--- src/rtl/dmem_port_arbiter.sv ---
// dmem_port_arbiter
// Shares RAM port A between the CPU (fixed priority) and a secondary
// word-wide requester. A starvation counter forces a one-cycle CPU stall
// (FORCE state) so the secondary requester always makes progress. CPU load
// data returned during a forced stall is held for the cycle after it.
module dmem_port_arbiter #(
  parameter int ADDR_W     = 12,
  parameter int STARVE_MAX = 4
) (
  input  logic              clk,
  input  logic              rst,
  input  logic              cpu_re,
  input  logic [3:0]        cpu_we,
  input  logic [ADDR_W-1:0] cpu_addr,
  input  logic [31:0]       cpu_wdata,
  output logic [31:0]       cpu_rdata,
  output logic              cpu_stall,
  input  logic              ext_req,
  input  logic              ext_we,
  input  logic [ADDR_W-1:0] ext_addr,
  input  logic [31:0]       ext_wdata,
  output logic              ext_ready,
  output logic              ext_rvalid,
  output logic [31:0]       ext_rdata,
  output logic [3:0]        ram_we,
  output logic [ADDR_W-1:0] ram_addr,
  output logic [31:0]       ram_din,
  input  logic [31:0]       ram_dout
);

  typedef enum logic [0:0] {
    ST_NORMAL = 1'b0,
    ST_FORCE  = 1'b1
  } state_t;

  // Counter value at which the current refusal is the last one tolerated.
  localparam logic [3:0] STARVE_LAST = 4'(STARVE_MAX - 1);

  state_t      r_state;
  state_t      w_state_nxt;
  logic [3:0]  r_starve_cnt;
  logic [3:0]  w_starve_nxt;
  logic        w_cpu_active;
  logic        w_ext_ready;
  logic        r_ext_rvalid;
  logic        r_cpu_rd_prev;
  logic        r_hold_vld;
  logic [31:0] r_hold_data;

  assign w_cpu_active = cpu_re | (|cpu_we);

  // Port mux: FORCE hands the port to ext, otherwise CPU first, then ext.
  always_comb begin
    w_ext_ready = 1'b0;
    ram_we      = 4'b0000;
    ram_addr    = cpu_addr;
    ram_din     = cpu_wdata;
    if (rst) begin
      w_ext_ready = 1'b0;
      ram_we      = 4'b0000;
    end else if (r_state == ST_FORCE) begin
      ram_addr    = ext_addr;
      ram_din     = ext_wdata;
      w_ext_ready = ext_req;
      ram_we      = (ext_req && ext_we) ? 4'b1111 : 4'b0000;
    end else if (w_cpu_active) begin
      ram_we      = cpu_we;
    end else if (ext_req) begin
      ram_addr    = ext_addr;
      ram_din     = ext_wdata;
      w_ext_ready = 1'b1;
      ram_we      = {4{ext_we}};
    end else begin
      ram_we      = 4'b0000;
    end
  end

  // Next state and starvation count; FORCE always lasts exactly one cycle.
  always_comb begin
    w_state_nxt  = ST_NORMAL;
    w_starve_nxt = 4'd0;
    case (r_state)
      ST_NORMAL: begin
        if (ext_req && !w_ext_ready) begin
          if (r_starve_cnt == STARVE_LAST) begin
            w_state_nxt  = ST_FORCE;
            w_starve_nxt = 4'd0;
          end else begin
            w_state_nxt  = ST_NORMAL;
            w_starve_nxt = r_starve_cnt + 4'd1;
          end
        end else begin
          w_state_nxt  = ST_NORMAL;
          w_starve_nxt = 4'd0;
        end
      end
      ST_FORCE: begin
        w_state_nxt  = ST_NORMAL;
        w_starve_nxt = 4'd0;
      end
      default: begin
        w_state_nxt  = ST_NORMAL;
        w_starve_nxt = 4'd0;
      end
    endcase
  end

  // State register, starvation counter and ext read-valid flag.
  always_ff @(posedge clk) begin
    if (rst) begin
      r_state      <= ST_NORMAL;
      r_starve_cnt <= 4'd0;
      r_ext_rvalid <= 1'b0;
    end else begin
      r_state      <= w_state_nxt;
      r_starve_cnt <= w_starve_nxt;
      r_ext_rvalid <= w_ext_ready && !ext_we;
    end
  end

  // Capture CPU load data that returns while the pipeline is frozen.
  always_ff @(posedge clk) begin
    if (rst) begin
      r_cpu_rd_prev <= 1'b0;
      r_hold_vld    <= 1'b0;
      r_hold_data   <= 32'h0000_0000;
    end else begin
      r_cpu_rd_prev <= (r_state == ST_NORMAL) && cpu_re;
      r_hold_vld    <= (r_state == ST_FORCE) && r_cpu_rd_prev;
      if ((r_state == ST_FORCE) && r_cpu_rd_prev) begin
        r_hold_data <= ram_dout;
      end else begin
        r_hold_data <= r_hold_data;
      end
    end
  end

  assign cpu_stall  = (r_state == ST_FORCE);
  assign cpu_rdata  = r_hold_vld ? r_hold_data : ram_dout;
  assign ext_ready  = w_ext_ready;
  assign ext_rvalid = r_ext_rvalid;
  assign ext_rdata  = ram_dout;

endmodule

--- config.mk ---
export PLATFORM = sky130hd
export DESIGN_NAME = dmem_port_arbiter
export DESIGN_NICKNAME = d
export VERILOG_FILES = /design/src/rtl/dmem_port_arbiter.sv
export SDC_FILE = /design/constraint.sdc
export NUM_CORES = 1
export LEC_CHECK = 0
export BUFFER_PORTS_ARGS = -buffer_cell sky130_fd_sc_hd__buf_2
export CORE_ASPECT_RATIO = 0.6
export CORE_MARGIN = 2
export CORE_UTILIZATION = 39
export CTS_CLUSTER_DIAMETER = 150
export DETAILED_ROUTE_END_ITERATION = 16
export PLACE_DENSITY = 0.82
export SLEW_MARGIN = 20
export SYNTH_ARGS = -nofsm -noshare
export SYNTH_HDL_FRONTEND = slang
export SYNTH_SLANG_ARGS = --single-unit
--- constraint.sdc ---
create_clock -name clk -period 1.63 [get_ports clk]
set_input_delay 0.2445 -clock clk [delete_from_list [all_inputs] [get_ports clk]]
set_output_delay 0.2445 -clock clk [all_outputs]
set_load 0.03 [all_outputs]
Yosys cells after proc, flatten, opt, wreduce, memory -nomap -nowiden --
Index checks and enable logic that the tools add are counted.
Operators by class: reductions and logical operators 8, equal/unequal tests 1, add/sub/neg operators 1, muxes and demuxes 24, bitwise gates (word level) 2
Operator list (count):
- $mux 32 | 5
- $mux 12 | 4
- $mux 4 | 7
- $pmux 4 s2 | 1
- $mux 1 | 6
- $logic_and 1x1->1 | 5
- $add 4x1->4 const B | 1
- $eq 4x2->1 const B | 1
- $reduce_or 4->1 | 1
- $logic_not 1->1 | 2
- $pmux 1 s2 | 1
- $not 1->1 | 1
- $or 1x1->1 | 1
Storage, ports and cells: register bits after elaboration 40, input port bits 129, output and inout port bits 115, word-level logic and storage cells 42

Longest topological paths before layout --
Gate-level depths: netlist of the first run.
depth after elaboration 9, gate-level depth with buffers 6, mapped depth without buffers 4

Worst setup path after synthesis of the first run --
OpenSTA, ideal clock, no wires.
kind flip-flop to output port, start register r_state, in the netlist cpu_stall, end output port ram_addr[10], path buffers 1, data required time 1.385 ns, path slack -0.090 ns, arrival time 1.476 ns, stages on the path, launching flop included 5, cell sequence dfxtp_1 nor2b_1 a41oi_4 buf_6 mux2_4
Between the ends: longest elaborated chain between the ends 2
Ends and longest elaborated chain:
- start: declaration | line 39 | state_t r_state;
- start signal: assignment | line 115 | r_state <= w_state_nxt;
- $mux 12 | line 61 | end else if (r_state == ST_FORCE) begin
- $mux 12 | line 58 | if (rst) begin
- end: declaration | line 26 | output logic [ADDR_W-1:0] ram_addr,
No other way between the ends.

Final worst setup path of the first run --
start register r_state, in the netlist cpu_stall, end output port ram_din[29]
Between the ends: longest elaborated chain between the ends 2
Ends and longest elaborated chain:
- $mux 32 | line 61
- $mux 32 | line 58
- end: declaration | line 27 | output logic [31:0] ram_din,
No other way between the ends.

==> results of run 1 <==
placed cells by master, fill, tap and decap left out, types with 2 or more instances in the layout:
cell type	n
nand2_1	66
buf_4	13
mux2_4	46
dfxtp_1	38
nand4b_1	2
buf_12	3
nor2_1	4
mux2_2	31
buf_6	54
a21oi_1	33
buf_2	188
nand2b_1	4
nor3b_1	3
dfxtp_4	2
a31oi_2	2
clkbuf_16	11
nor3_1	2
a31oi_4	2
buf_16	2
state kept, by name (all words and copies together), names as in the netlist:
signal,count
r_starve_cnt,4
r_cpu_rd_prev,1
ext_rvalid,1
r_hold_data,32
cpu_stall,1
r_hold_vld,1
what timing repair did:
item	4_1_cts	5_1_grt
hold endpoints to repair	0	0
gates cloned	1	8
resized for setup	61	92
setup endpoints to repair	71	59
setup buffers	0	1
pin swaps	1	1
final cells by class:
class / instances / area, µm² / area share
multi-input cells: 208 / 1760 / 0.370
repair buffers: 266 / 1910 / 0.403
flip-flops and latches: 40 / 808 / 0.170
clock inverters: 1 / 7.51 / 0.00158
clock buffers: 7 / 143 / 0.0301
diodes: 1 / 2.50 / 0.000528
well taps: 87 / 109 / 0.0230
inverters: 1 / 3.75 / 0.000792
layer usage:
| metal | GRT usage | vias up | wire length [µm] |
|---|---|---|---|
| li1 | - | 1450 | - |
| met3 | 0.0477 | 8 | 512 |
| met1 | 0.277 | 1421 | 4530 |
| met5 | 0 | - | 0 |
| met2 | 0.394 | 103 | 5570 |
| met4 | 0.0298 | 0 | 89 |
cell usage after synthesis, types with 3 or more instances:
master    instances  area share
a21oi_1          33       0.058
a31oi_1           4      0.0088
buf_2             7       0.012
buf_4            32       0.085
buf_6             4       0.016
clkbuf_1          9       0.012
dfxtp_1          40        0.28
mux2_2           37        0.15
mux2_4           40        0.21
nand2_1          66       0.088
nand2b_1          4      0.0088
nor2_1            5      0.0066
nor3b_1           3      0.0080
worst min-delay path, cell delays in order:
cell and delay, ps:
buf_2 110, nand2_1 50, a21oi_1 50
per-stage QoR:
stage          cell area, µm²  std cells  hold slack (ps)
2_1_floorplan            2840        301              324
3_3_place_gp             3930        592              439
3_5_place_dp             3930        592              446
4_1_cts                  4310        601              215
5_1_grt                  4740        610              221
6_report                 4740        611              220
final timing paths:
check                                                  start  depth (start not counted)                            to  slack, ps
worst max-delay path                    cpu_stall$_SDFF_PP0_                          6                   ram_din[29]       -350
worst min-delay path                            ram_dout[12]                          3  r_hold_data[12]$_SDFFE_PP0P_        220
worst max register to register          cpu_stall$_SDFF_PP0_                          5  r_hold_data[22]$_SDFFE_PP0P_        320
worst min register to register  r_hold_data[30]$_SDFFE_PP0P_                          2  r_hold_data[30]$_SDFFE_PP0P_        450
power breakdown:
group          internal (mW)  switching [mW]  total [mW]
clock                  0.609           0.379       0.988
sequential             0.979         0.00279       0.981
combinational          0.437           0.540       0.977
kinds of logic (layout without fill, tap and decap cells):
logic type                 Yosys count  in the layout  share of synthesized area
xor gates and xnor gates             1              1                    0.00310
and+or+nand+nor                     90             90                      0.142
DFF                                 40             40                      0.283
adders and majority gates            1              1                    0.00442
AOI/OAI and AO/OA                   39             39                     0.0805
muxes                               77             77                      0.360
buffers and inverters               53            275                      0.127
other                                0              1                          0
==> results.md, run 1 <==
- Placer congestion estimate: roughly 0.85
- # DRC: 0
- Gr ovfl total: 0
- Root buffer cell: clkbuf_16
- # hold bufs at CTS: 0
- Mapped cell area: 2830 µm²
- Clock Sinks: 40
- Critical path type: reg -> out
- Ys flop type: dfxtp_1
- DIE HEIGHT: around 70 µm
- Initial Util: 0.413
- Maximum buffer depth of the clock tree: 2
- RSZ-0062 raised after global routing: yes
- Clock Skews: roughly 4.4 ps
- Pwr Density: around 620 nW/µm²
- Buf/Inv on CP: 3
- Row Count: 23
- Leak Pwr: 2.35 nW
- Critical Path RT: 1390 ps
- Slew headroom: 0.766
- Post-synth EDFFs: 0
- Critical path fanouts, max: 8
- Wire per inst: between 15 and 20 µm
- Via count: ~3000
- CP Launch Type: flop
- Failing checks: setup timing
- Worst-skew pair later-pin latency: 270 ps
- Place WS: -176 ps
- Hpwl dp: 7390 µm
- Netlist cell types: 27
- Core Region: 6850 µm²
- Max cap viols: 0
- FMAX: 504 MHz
- # H-tree levels: 2
- Ys Warns: 0
- Fin crit share: 1.22
- # setup viols final: 58
- IO buf count: 243
- Cells after synthesis: around 300
- First-pass GRT wire length: 14100 µm
- Fillers: 522
- Nature of the critical path endpoint: output port
- Vias in the first global route: 2724
- Worst Hold Class: in -> reg
- CTS tree: done
- Largest stage delay on the critical path: ~340 ps
- Worst slew pin tran: 351 ps
- Async SR Flop Fraction: 0
- Net count, final: 652
- Via density: 4.88
- Crit path max-delay family: buffers and inverters
- Pin count of the biggest net entering global routing: 35
- Post-synth net total: 431
- Max-slew violations: 0
- Power Total: approximately 2.9 mW
- CTS Buf Count: 5
- Die X: 114 µm
- Final Hold Fails: 0
- Total Routing Usage GR: 0.220
- Ports: 244
- Final min period: 1980 ps
- Initial antenna violation count: 0
- Clock Pin Slew Worst Setup and Hold Paths: 60 ps
- Seq/Total Area, Yosys: 0.283
- Outcome: complete, but fails checks
- Die Area: 7970 µm²
- Routed Wire Length: 10700 µm
- Flops & latches, synth: 40
- Final setup TNS: -14960 ps
- Share of post-route cells with drive strength above 1: 0.692
- Syn Area/Cell: 9.39 µm²
- Drt initial violations: 109
- Antenna-violating nets left: 0
- Detailed-router iteration count before antenna repair: 5
- Area growth, synth to finish: 67.7%
- CP max-delay cell: dfxtp_4
- Post-route setup slack: -355 ps
- Worst vdd ir: 0.000600 V
- Data arrival, critical path: 1740 ps
- Finished Core Util: 0.692
- Crit-path cells: nor2b_4, a41oi_4, buf_12, clkbuf_16, mux2_4, buf_6
No activity file was read; power rests on OpenSTA's default activity.
==> inputs of run 2 (changes only) <==
--- a/config.mk
+++ b/config.mk
@@ -7,7 +7,6 @@
 export LEC_CHECK = 0
 export BUFFER_PORTS_ARGS = -buffer_cell sky130_fd_sc_hd__buf_2
 export CORE_ASPECT_RATIO = 0.6
-export CORE_MARGIN = 2
 export CORE_UTILIZATION = 39
 export CTS_CLUSTER_DIAMETER = 150
 export DETAILED_ROUTE_END_ITERATION = 16
==> run 2 against run 1 <==
Against the previous run: the flow finishes with violations (DRC, setup timing); power is 7.9% higher; register-to-register slack improved by 20 ps; final cell count up 0.33%.
==> results.md, run 2 (same netlist as run 1, synthesis figures left out) <==
- R2R Setup Slk: 340 ps (+20 ps)
- Critical Path RT: 1390 ps (about the same)
- Antenna-violating nets left: 0 (unchanged)
- Initial Util: 0.413 (unchanged)
- Hpwl dp: 7480 µm (+1.3%)
- Slew headroom: 0.740 (-0.0263)
- Gr ovfl total: 0 (unchanged)
- FMAX: 487 MHz (-3.4%)
- Via density: 4.93 (+0.98%)
- CTS tree: done
- Max cap viols: 0 (unchanged)
- Initial antenna violation count: 0 (unchanged)
- Root buffer cell: clkbuf_16
- Commonest non-fill, non-tap cell in the layout: buf_2
- Worst-skew pair later-pin latency: 280 ps (about the same)
- Net count, final: 655 (+0.46%)
- Failing checks: DRC, setup timing
- Worst-case reg-to-reg path depth: 5 (unchanged)
- Final min period: 2050 ps (+69.1 ps)
- Row Count: 23 (unchanged)
- Critical path type: reg -> out
- Clock Sinks: 40 (unchanged)
- Crit-path cells: nor2b_4, a41oi_4, buf_6, buf_12, buf_16, mux2_4, buf_6
- Cell mode on critical path: buf_6
- Total Routing Usage GR: 0.264 (+0.0444)
- Maximum buffer depth of the clock tree: 2 (unchanged)
- Post-route setup slack: -424 ps (-69.1 ps)
- Pwr Density: 649 nW/µm² (+4.4%)
- Die Area: 7610 µm² (-4.6%)
- Outcome: complete, but fails checks
- Wire per inst: 18.1 µm (+3.4%)
- RSZ-0062 raised after global routing: yes
- Via count: 3021 (+1.3%)
- Detailed-router iteration count before antenna repair: 11 (+6)
- Area growth, synth to finish: 73.4%
- Most frequent cells in the layout: buf_2 (174), buf_6 (69), nand2_1 (66)
- Pin count of the biggest net entering global routing: 37 (+5.7%)
- Leak Pwr: 2.45 nW (+4.2%)
- Worst slew pin tran: 391 ps (+39.4 ps)
- # DRC: 5 (+5)
- IO buf count: 243 (unchanged)
- Largest stage delay on the critical path: 340 ps (about the same)
- Layout Cells excl Fill: 613 (+0.33%)
- Core Region: 6850 µm² (unchanged)
- First-pass GRT wire length: 15200 µm (+8.0%)
- Routed Wire Length: 11100 µm (+3.7%)
- Worst Hold Class: in -> reg
- Share of post-route cells with drive strength above 1: 0.686 (-0.00585)
- Inst Count DP: 592 (unchanged)
- CTS Buf Count: 5 (unchanged)
- Area after DPL: 3950 µm² (+0.32%)
- DIE HEIGHT: 68.0 µm (-2.9%)
- Ports: 244 (unchanged)
- Max reg flops: 32 (unchanged)
- Final Hold Fails: 0 (unchanged)
- Critical path fanouts, max: 5 (-3)
- CP max-delay cell: dfxtp_4
- Nature of the critical path endpoint: output port
- # setup viols final: 52 (-10%)
- Final instance area: 4900 µm² (+3.4%)
- # H-tree levels: 2 (unchanged)
- Placer congestion estimate: 0.891 (+4.9%)
- Fin crit share: 1.26 (+0.0424)
- Data arrival, critical path: 1810 ps (+70 ps)
- Die X: 112 µm (-1.8%)
- Ant diodes: 0 (-1)
- Critical Path Sink: ram_din[15]
- Drt initial violations: 197 (+81%)
- Worst r2r src: cpu_stall$_SDFF_PP0_
- Max-slew violations: 0 (unchanged)
- Critical path startpoint: cpu_stall$_SDFF_PP0_
- Clock Skews: 3.55 ps (-0.887 ps)
- Biggest register: r_hold_data
- Vias in the first global route: 2780 (+2.1%)
- CP Launch Type: flop
- Clock Pin Slew Worst Setup and Hold Paths: 60 ps (about the same)
- Minimum hold slack: 215 ps (-4.70 ps)
- Worst vdd ir: 0.000705 V (+17%)
- Reg2reg end: r_hold_data[5]$_SDFFE_PP0P_
- Largest regs: r_hold_data: 32 flops, r_starve_cnt: 4 flops
-- run 2: changes by cell type in the layout (fill, tap and decap cells not counted), sizes merged --
cell / previous run / this run
clkinvlp: 1 / 0
diode: 1 / 0
bufinv: 0 / 1
buf: 260 / 265
clkbuf: 13 / 11
-- run 2: report_power, final --
group          switching, mW  internal (mW)  total, mW
registers            0.00243          0.979      0.981
clock network          0.384          0.806       1.19
logic                  0.547          0.462       1.01
-- run 2: per-layer routing --
metal	global-route usage	share of wire
met2	0.450	0.49
met4	0.0500	0.0078
met5	0	0
met3	0.0576	0.057
met1	0.351	0.45
-- run 2: critical path, delay by kind of cell (launching register included) --
kind,cells,cell delay [ps]
flops,1,340
buf+inv,4,550
simple gates,1,120
mux,1,310
compound gates,1,200
-- run 2: worst min path at each step --
stage | from | to | cells after the start | slack (ps)
floorplan | ext_we | ext_rvalid$_SDFF_PP0_ | 1 | 320
global placement | r_hold_data[23]$_SDFFE_PP0P_ | r_hold_data[23]$_SDFFE_PP0P_ | 2 | 440
detailed placement | r_hold_data[24]$_SDFFE_PP0P_ | r_hold_data[24]$_SDFFE_PP0P_ | 2 | 450
CTS | ext_we | ext_rvalid$_SDFF_PP0_ | 2 | 190
global route | ram_dout[21] | r_hold_data[21]$_SDFFE_PP0P_ | 3 | 220
finish | ram_dout[10] | r_hold_data[10]$_SDFFE_PP0P_ | 3 | 220
-- run 2: timing repair --
action,4_1_cts,5_1_grt
resized for setup,109,78
endpoints found under the setup margin,77,72
setup buffers,6,0
gates cloned,7,3
hold endpoints to repair,0,0
hold buffers,0,0
-- run 2: final cells by class --
type | count | area (µm²)
Sequential cell | 40 | 808
Clock inverter | 1 | 30.0
Inverter | 1 | 3.75
Fill cell | 511 | 1950
Timing Repair Buffer | 269 | 2070
Tap cell | 87 | 109
Multi-Input combinational cell | 208 | 1730
Clock buffer | 7 | 153
-- run 2: stage by stage --
step                       util  setup WS [ps]  setup TNS, ps  total power, mW
after floorplan               -           4.93              0             1.56
after global placement    0.576           -161          -4730             1.84
after detailed placement  0.576           -190          -5850             1.85
after CTS                 0.688           -411         -16840             3.14
after global routing      0.716           -479         -18550             3.29
final                     0.716           -424         -16010             3.18
